--- src/rtl/cam_pkg.sv ---
// Shared types and default sizes for the CAM controller and its bench.
package cam_pkg;

    localparam int CAM_WIDTH_DEF = 32;
    localparam int CAM_DEPTH_DEF = 16;

    typedef enum logic [1:0] {
        OP_SEARCH = 2'b00,
        OP_INSERT = 2'b01,
        OP_DELETE = 2'b10,
        OP_FLUSH  = 2'b11
    } cam_op_e;

    typedef enum logic [1:0] {
        ST_IDLE   = 2'b00,
        ST_LOOKUP = 2'b01,
        ST_FLUSH  = 2'b10,
        ST_RESP   = 2'b11
    } ctrl_state_e;

endpackage

--- src/rtl/cam_ctrl_if.sv ---
// Request/response handshake bundle between a requester and cam_ctrl.
interface cam_ctrl_if #(
    parameter int CAM_WIDTH = 32,
    parameter int CAM_DEPTH = 16
);
    localparam int IW = $clog2(CAM_DEPTH);

    logic                 req_vld;
    logic                 req_rdy;
    logic [1:0]           req_op;
    logic [CAM_WIDTH-1:0] req_data;
    logic                 resp_vld;
    logic                 resp_rdy;
    logic                 resp_hit;
    logic [IW-1:0]        resp_idx;
    logic                 resp_evict;

    modport master (
        output req_vld, req_op, req_data, resp_rdy,
        input  req_rdy, resp_vld, resp_hit, resp_idx, resp_evict
    );

    modport slave (
        input  req_vld, req_op, req_data, resp_rdy,
        output req_rdy, resp_vld, resp_hit, resp_idx, resp_evict
    );

endinterface

--- src/rtl/cam_lsb_enc.sv ---
// Lowest-set-bit encoder: index of the least significant 1 and an any-bit flag.
module cam_lsb_enc #(
    parameter  int N  = 16,
    localparam int IW = $clog2(N)
) (
    input  logic [N-1:0]  vec_i,
    output logic [IW-1:0] idx_o,
    output logic          any_o
);

    // Scan from the top down so the lowest set bit is the last one to win.
    always_comb begin
        idx_o = '0;
        for (int i = N - 1; i >= 0; i--) begin
            if (vec_i[i]) idx_o = IW'(i);
        end
    end

    assign any_o = |vec_i;

endmodule

--- src/rtl/cam_ctrl.sv ---
// CAM controller: search/insert/delete/flush sequencing, occupancy tracking
// and round-robin eviction when the CAM is full.
module cam_ctrl
    import cam_pkg::*;
#(
    parameter  int CAM_WIDTH = CAM_WIDTH_DEF,
    parameter  int CAM_DEPTH = CAM_DEPTH_DEF,
    localparam int IW        = $clog2(CAM_DEPTH)
) (
    input  logic                 clk,
    input  logic                 rst_n,
    cam_ctrl_if.slave            bus,
    output logic                 cam_data_we,
    output logic [IW-1:0]        cam_data_idx,
    output logic [CAM_WIDTH-1:0] cam_data_i,
    output logic                 cam_data_vld,
    input  logic [CAM_DEPTH-1:0] cam_camml,
    output logic [IW:0]          occ_cnt,
    output logic                 full
);

    localparam logic [IW:0]   DEPTH_CNT = (IW + 1)'(CAM_DEPTH);
    localparam logic [IW-1:0] LAST_IDX  = IW'(CAM_DEPTH - 1);

    ctrl_state_e          state_q, state_d;
    cam_op_e              op_q, op_d;
    logic [CAM_WIDTH-1:0] key_q;
    logic [CAM_DEPTH-1:0] occ_q, occ_d;
    logic [IW:0]          occ_cnt_q, occ_cnt_d;
    logic [IW-1:0]        victim_q, victim_d;
    logic [IW-1:0]        flush_cnt_q, flush_cnt_d;
    logic                 resp_hit_q, resp_hit_d;
    logic [IW-1:0]        resp_idx_q, resp_idx_d;
    logic                 resp_evict_q, resp_evict_d;

    logic                 req_rdy;
    logic                 accept;
    logic [IW-1:0]        match_idx, free_idx;
    logic                 match_any, free_any;

    // Lookup-cycle decision
    logic                 lk_we, lk_vld, lk_hit, lk_evict, lk_fill, lk_drop;
    logic [IW-1:0]        lk_idx;

    assign accept = req_rdy && bus.req_vld;

    cam_lsb_enc #(.N(CAM_DEPTH)) u_match_enc (
        .vec_i (cam_camml),
        .idx_o (match_idx),
        .any_o (match_any)
    );

    cam_lsb_enc #(.N(CAM_DEPTH)) u_free_enc (
        .vec_i (~occ_q),
        .idx_o (free_idx),
        .any_o (free_any)
    );

    // State register; reset aborts any operation in flight.
    always_ff @(posedge clk or negedge rst_n) begin
        if (!rst_n) state_q <= ST_IDLE;
        else        state_q <= state_d;
    end

    // Next-state logic.
    always_comb begin
        state_d = state_q;
        unique case (state_q)
            ST_IDLE:   if (accept) state_d = (cam_op_e'(bus.req_op) == OP_FLUSH) ? ST_FLUSH : ST_LOOKUP;
            ST_LOOKUP: state_d = ST_RESP;
            ST_FLUSH:  if (flush_cnt_q == LAST_IDX) state_d = ST_RESP;
            ST_RESP:   if (bus.resp_rdy) state_d = ST_IDLE;
            default:   state_d = ST_IDLE;
        endcase
    end

    // Resolve what the single lookup cycle does from the match and free lines.
    always_comb begin
        lk_we    = 1'b0;
        lk_vld   = 1'b0;
        lk_idx   = match_idx;
        lk_hit   = match_any;
        lk_evict = 1'b0;
        lk_fill  = 1'b0;
        lk_drop  = 1'b0;
        unique case (op_q)
            OP_INSERT: begin
                if (!match_any) begin
                    lk_we  = 1'b1;
                    lk_vld = 1'b1;
                    if (free_any) begin
                        lk_idx  = free_idx;
                        lk_fill = 1'b1;
                    end else begin
                        lk_idx   = victim_q;
                        lk_evict = 1'b1;
                    end
                end
            end
            OP_DELETE: begin
                if (match_any) begin
                    lk_we   = 1'b1;
                    lk_drop = 1'b1;
                end
            end
            default: ;
        endcase
    end

    // FSM outputs: handshakes and the CAM write port.
    always_comb begin
        req_rdy      = (state_q == ST_IDLE);
        bus.resp_vld = (state_q == ST_RESP);
        cam_data_i   = key_q;
        cam_data_we  = 1'b0;
        cam_data_idx = '0;
        cam_data_vld = 1'b0;
        unique case (state_q)
            ST_LOOKUP: begin
                cam_data_we  = lk_we;
                cam_data_idx = lk_idx;
                cam_data_vld = lk_vld;
            end
            ST_FLUSH: begin
                cam_data_we  = 1'b1;
                cam_data_idx = flush_cnt_q;
                cam_data_vld = 1'b0;
            end
            default: ;
        endcase
    end

    // Occupancy, eviction pointer, flush counter and response next-state.
    always_comb begin
        op_d         = op_q;
        occ_d        = occ_q;
        occ_cnt_d    = occ_cnt_q;
        victim_d     = victim_q;
        flush_cnt_d  = flush_cnt_q;
        resp_hit_d   = resp_hit_q;
        resp_idx_d   = resp_idx_q;
        resp_evict_d = resp_evict_q;
        if (accept) op_d = cam_op_e'(bus.req_op);
        unique case (state_q)
            ST_LOOKUP: begin
                resp_hit_d   = lk_hit;
                resp_idx_d   = lk_idx;
                resp_evict_d = lk_evict;
                if (lk_we) occ_d[lk_idx] = lk_vld;
                if (lk_fill && occ_cnt_q != DEPTH_CNT) occ_cnt_d = occ_cnt_q + 1'b1;
                if (lk_drop && occ_cnt_q != '0)        occ_cnt_d = occ_cnt_q - 1'b1;
                if (lk_evict) victim_d = victim_q + 1'b1;
            end
            ST_FLUSH: begin
                occ_d[flush_cnt_q] = 1'b0;
                // Counter wraps back to 0 after the last index, ready for the next flush.
                flush_cnt_d = flush_cnt_q + 1'b1;
                if (flush_cnt_q == LAST_IDX) begin
                    occ_d        = '0;
                    occ_cnt_d    = '0;
                    victim_d     = '0;
                    resp_hit_d   = 1'b0;
                    resp_idx_d   = '0;
                    resp_evict_d = 1'b0;
                end
            end
            default: ;
        endcase
    end

    // Control and response registers.
    always_ff @(posedge clk or negedge rst_n) begin
        if (!rst_n) begin
            op_q         <= OP_SEARCH;
            occ_q        <= '0;
            occ_cnt_q    <= '0;
            victim_q     <= '0;
            flush_cnt_q  <= '0;
            resp_hit_q   <= 1'b0;
            resp_idx_q   <= '0;
            resp_evict_q <= 1'b0;
        end else begin
            op_q         <= op_d;
            occ_q        <= occ_d;
            occ_cnt_q    <= occ_cnt_d;
            victim_q     <= victim_d;
            flush_cnt_q  <= flush_cnt_d;
            resp_hit_q   <= resp_hit_d;
            resp_idx_q   <= resp_idx_d;
            resp_evict_q <= resp_evict_d;
        end
    end

    // Latched search key; pure data, only meaningful after an accept.
    always_ff @(posedge clk) begin
        if (accept) key_q <= bus.req_data;
    end

    assign bus.req_rdy    = req_rdy;
    assign bus.resp_hit   = resp_hit_q;
    assign bus.resp_idx   = resp_idx_q;
    assign bus.resp_evict = resp_evict_q;
    assign occ_cnt        = occ_cnt_q;
    assign full           = (occ_cnt_q == DEPTH_CNT);

endmodule

--- src/flat_wrapper.sv ---
// flat-port wrapper written by rule: the top's interface ports become plain ports
module cam_ctrl_flat import cam_pkg::*;
#(
    parameter  int CAM_WIDTH = CAM_WIDTH_DEF,
    parameter  int CAM_DEPTH = CAM_DEPTH_DEF,
    localparam int IW        = $clog2(CAM_DEPTH)
)
  (clk, rst_n, cam_data_we, cam_data_idx, cam_data_i, cam_data_vld, cam_camml, occ_cnt, full, bus_req_vld, bus_req_op, bus_req_data, bus_resp_rdy, bus_req_rdy, bus_resp_vld, bus_resp_hit, bus_resp_idx, bus_resp_evict);
  cam_ctrl_if #(.CAM_WIDTH(CAM_WIDTH), .CAM_DEPTH(CAM_DEPTH)) bus_i ();
  input  logic clk;
  input  logic rst_n;
  output logic cam_data_we;
  output logic [IW-1:0] cam_data_idx;
  output logic [CAM_WIDTH-1:0] cam_data_i;
  output logic cam_data_vld;
  input  logic [CAM_DEPTH-1:0] cam_camml;
  output logic [IW:0] occ_cnt;
  output logic full;
  input wire logic [$bits(bus_i.req_vld)-1:0] bus_req_vld;
  input wire logic [$bits(bus_i.req_op)-1:0] bus_req_op;
  input wire logic [$bits(bus_i.req_data)-1:0] bus_req_data;
  input wire logic [$bits(bus_i.resp_rdy)-1:0] bus_resp_rdy;
  output wire logic [$bits(bus_i.req_rdy)-1:0] bus_req_rdy;
  output wire logic [$bits(bus_i.resp_vld)-1:0] bus_resp_vld;
  output wire logic [$bits(bus_i.resp_hit)-1:0] bus_resp_hit;
  output wire logic [$bits(bus_i.resp_idx)-1:0] bus_resp_idx;
  output wire logic [$bits(bus_i.resp_evict)-1:0] bus_resp_evict;
  assign bus_i.req_vld = bus_req_vld;
  assign bus_i.req_op = bus_req_op;
  assign bus_i.req_data = bus_req_data;
  assign bus_i.resp_rdy = bus_resp_rdy;
  assign bus_req_rdy = bus_i.req_rdy;
  assign bus_resp_vld = bus_i.resp_vld;
  assign bus_resp_hit = bus_i.resp_hit;
  assign bus_resp_idx = bus_i.resp_idx;
  assign bus_resp_evict = bus_i.resp_evict;
  cam_ctrl #(.CAM_WIDTH(CAM_WIDTH), .CAM_DEPTH(CAM_DEPTH)) u_core (.clk(clk), .rst_n(rst_n), .bus(bus_i), .cam_data_we(cam_data_we), .cam_data_idx(cam_data_idx), .cam_data_i(cam_data_i), .cam_data_vld(cam_data_vld), .cam_camml(cam_camml), .occ_cnt(occ_cnt), .full(full));
endmodule
--- config.mk ---
export PLATFORM = sky130hd
export DESIGN_NAME = cam_ctrl_flat
export DESIGN_NICKNAME = d
export VERILOG_FILES = /design/src/rtl/cam_pkg.sv /design/src/rtl/cam_ctrl_if.sv /design/src/rtl/cam_lsb_enc.sv /design/src/rtl/cam_ctrl.sv /design/src/flat_wrapper.sv
export SDC_FILE = /design/constraint.sdc
export NUM_CORES = 1
export LEC_CHECK = 0
export BUFFER_PORTS_ARGS = -buffer_cell sky130_fd_sc_hd__buf_2
export CAP_MARGIN = 20
export CELL_PAD_IN_SITES_DETAIL_PLACEMENT = 1
export CELL_PAD_IN_SITES_GLOBAL_PLACEMENT = 2
export CORE_MARGIN = 2
export CORE_UTILIZATION = 29
export CTS_CLUSTER_SIZE = 14
export DETAILED_ROUTE_END_ITERATION = 12
export GPL_TIMING_DRIVEN = 1
export PLACE_DENSITY_LB_ADDON = 0.1
export SYNTH_ARGS = -nofsm -noshare
export SYNTH_HDL_FRONTEND = slang
export SYNTH_HIERARCHICAL = 1
export SYNTH_SLANG_ARGS = --single-unit
--- constraint.sdc ---
create_clock -name clk -period 2.3 [get_ports clk]
set_input_delay 0.23 -clock clk [delete_from_list [all_inputs] [get_ports clk]]
set_output_delay 0.23 -clock clk [all_outputs]
set_load 0.02 [all_outputs]
==> impl_results.md <==
- Status: complete, but fails checks
- Failing checks: setup timing
- Initial core utilization: 29.4%
- Nets: 737
- Final instance area: 6620 µm²
- DRT Wirelength: 15100 µm
- Final TNS setup: -10.04 ns
- Top FF cell, synth: dfrtp_1
- CP Max Fanout: 4
- Root Driver: clkbuf_16
- CTS buffer count: 9
- Worst Path Buf+Inv: 4
- Syn Area/Cell: 9.37 µm²
- Die area: 14900 µm²
- CP required: 2.07 ns
- Register area share after synthesis: 48.1%
- CP max-delay cell: or3_4
- Detailed-route DRC error count: 0
- Post-synth top area share: 24.2%
- Number of max-cap violations: 0
- Antenna Nets Post-Route: 0
- Drt pass-1 iters: 4
- Initial antenna violation count: 0
- Syn_nets: 498
- Fin. Hold Viols: 0
- Slew @ Worst Pin: 0.597 ns
- Vias per cell: 4.93
- Gr ovfl total: 0
- Hold Crit Class: primary input to flop
- Vias: 4213
- Simple-gate share of the synthesized area: 18.4%
- CP Data Arrival Time: 2.60 ns
- # H-tree levels: 3
- P per Cell Area: 936 nW/µm²
- Post-synthesis async set-or-reset flop share: 54.9%
- LEAKAGE: 0.00296 µW
- Die Wd: 122 µm
- Mapped Area: 4030 µm²
- Cell mode on critical path: buf_6
- First-pass GRT wire length: 22700 µm
- Max Root-Sink Buffers: 2
- Delay-heaviest family, CP: simple AND/OR/NAND/NOR gates
- Crit share post-route: 123%
- Final Max Slew Viols: 0
- Vias in the first global route: 4290
- Rel. slew slack: 60.2%
- Maximum VDD drop: 598 µV
- Antenna Diode Count: 0
- Sink count of the clock tree: 71
- Crit start category: flop
- Post-synthesis compound-gate area fraction: 20.0%
- Number of synthesized flops with an enable pin: 32
- Iter 0 DRT Violations: 239
- Area Growth Syn to Fin: 64.3%
- Cells after Synth: 430
- Post-route minimum period: 2.83 ns
- Mux contribution to synthesized area: 2.08%
- Yosys cell types: 56
- Routability cong.: 0.861
- Routed len/inst: 17.7 µm
- Largest area contributor in the netlist: dfrtp_1
- DP Area: 5660 µm²
- Final Skew: 0.00936 ns
- Clock latency on the worst-skew pair: 0.35 ns
- GRT Overall Usage: 20.0%
- Tot Pwr: 6200 µW
- Row count: 43
- Largest net degree at the start of global routing: 33
- Number of port buffers: 105
- Endpoints failing setup: 31
- CTS tree: done
- Top cells by area, synth: dfrtp_1 (24%), edfxtp_1 (24%), o21ai_0 (4.1%)
- HPWL after DPL: 11300 µm
- RSZ-0062 raised after global routing: yes
- Xor-xnor portion of the synthesized cell area: 1.52%
- Dominant combinational cell family by area after synthesis: compound AO/OA/AOI/OAI gates
- Die Y: 122 µm
- # IOs: 106
- Synth warnings: 6
- Clk slew on worst S/H paths: 0.07 ns
- Final WS setup: -0.532 ns
- Kind of critical path: flop to output port
- FMAX: 353 MHz
- Adder-cell share of the synthesized area: 4.53%
- Post-synthesis register bit count: 71
- CP Capture Type: output port
- Crit-path cells: inv_2, nor4_4, nand3_2, or3_4, buf_8, mux2i_4, buf_6, o21ai_4, a22oi_2, nor2_2, buf_6
- Share of cells above drive strength 1: 49.1%
- Core area: 13700 µm²
- CP peak stage delay: 0.38 ns
==> worst paths after layout <==
kind                                              from  slack (ns)                endpoint  cells after the start
worst max-delay path                   u_core/occ_q[5]       -0.53         cam_data_idx[2]                     11
worst min-delay path                  bus_req_data[17]        0.06   u_core/cam_data_i[17]                      1
worst max register to register         u_core/occ_q[5]       -0.45         u_core/occ_q[7]                     12
worst min register to register  u_core/bus.resp_idx[3]        0.51  u_core/bus.resp_idx[3]                      2
max in group asynchronous                        rst_n        1.21        u_core/occ_q[13]                      3
min in group asynchronous                        rst_n        0.37        u_core/occ_q[12]                      2
==> cells in the final DEF, fill, tap and decap left out, types with 7 or more instances in the layout <==
cell type  count
edfxtp_1      32
a21oi_2       10
clkbuf_16      9
nor2_1        32
nand3_1       13
buf_6         22
inv_1         38
o21ai_0       22
dfrtp_1       39
buf_2         98
buf_4        118
o211ai_1       7
a21oi_1       15
ha_1          13
nand2_1       41
==> synth_stat cells (3+ instances only) <==
master / count
a211o_1: 4
a21o_1: 5
a21oi_1: 27
a221o_1: 4
a22o_1: 5
a22oi_1: 3
a31oi_1: 8
and2_1: 3
and3_1: 4
buf_2: 5
clkbuf_1: 9
dfrtp_1: 39
edfxtp_1: 32
ha_1: 13
inv_1: 41
mux2_2: 3
mux2i_1: 5
nand2_1: 42
nand2b_1: 5
nand3_1: 15
nand3b_1: 6
nand4_1: 3
nor2_1: 38
nor3_1: 12
nor4_1: 4
nor4_2: 3
o211ai_1: 7
o21a_1: 3
o21ai_0: 33
o21ai_1: 4
o22ai_1: 4
o31ai_1: 5
or3_1: 4
xnor2_1: 4
xor2_1: 3
==> cell families after synthesis <==
logic type | Yosys count
fa+ha+maj | 14
simple gates | 149
buf+inv | 57
mux | 8
xor+xnor | 7
flops | 71
compound gates | 124
==> per-stage QoR <==
stage / hold slack [ns] / utilization, % / std cells / setup slack (ns)
finish: 0.0559 / 48.3 / 854 / -0.532
global route: 0.0392 / 48.3 / 854 / -0.608
CTS: 0.0429 / 45.9 / 838 / -0.502
detailed placement: 0.220 / 41.2 / 813 / -0.431
global placement: 0.221 / 41.2 / 813 / -0.333
floorplan: -0.0656 / - / 430 / -0.140
==> repair_timing <==
item / CTS / global route
hold endpoints to repair: 17 / 0
gates cloned: 0 / 0
gates resized for setup: 65 / 44
hold buffers: 1 / 0
pin swaps: 24 / 28
setup buffers: 8 / 19
endpoints found under the setup margin: 32 / 33
==> cell type report <==
type,instances,area (µm²)
clock buffer,9,225
clock inverter,7,62.6
fill,1623,7100
inverter,41,156
multi-input combinational,302,2290
sequential,71,1940
tap,180,225
timing repair buffer,244,1720
==> metal layers <==
metal  up-vias  track usage, %  wire length, µm
li1       2037               -                -
met1      2087            26.2             6750
met2        76            33.1             7590
met3        13            4.68              541
met4         0            5.24              197
met5         -               0                0
==> flip-flops by register name, indices dropped and copies added, names as in the netlist <==
signal and flops:
u_core/occ_q 16, u_core/occ_cnt 5, u_core/op_q 2, u_core/bus.resp_hit 1, u_core/bus.resp_evict 1, u_core/victim_q 4, u_core/bus.resp_idx 4, u_core/state_q 2
u_core/cam_data_i 32, u_core/flush_cnt_q 4
==> power by group <==
part	total, µW	internal [µW]	switching [µW]	leakage, µW
Sequential	1780	1620	163	0.000812
Clock	1390	756	633	0.000139
Combinational	3030	1240	1790	0.00200
Total	6200	3610	2590	0.00296
(Power assumes the default switching activity.)
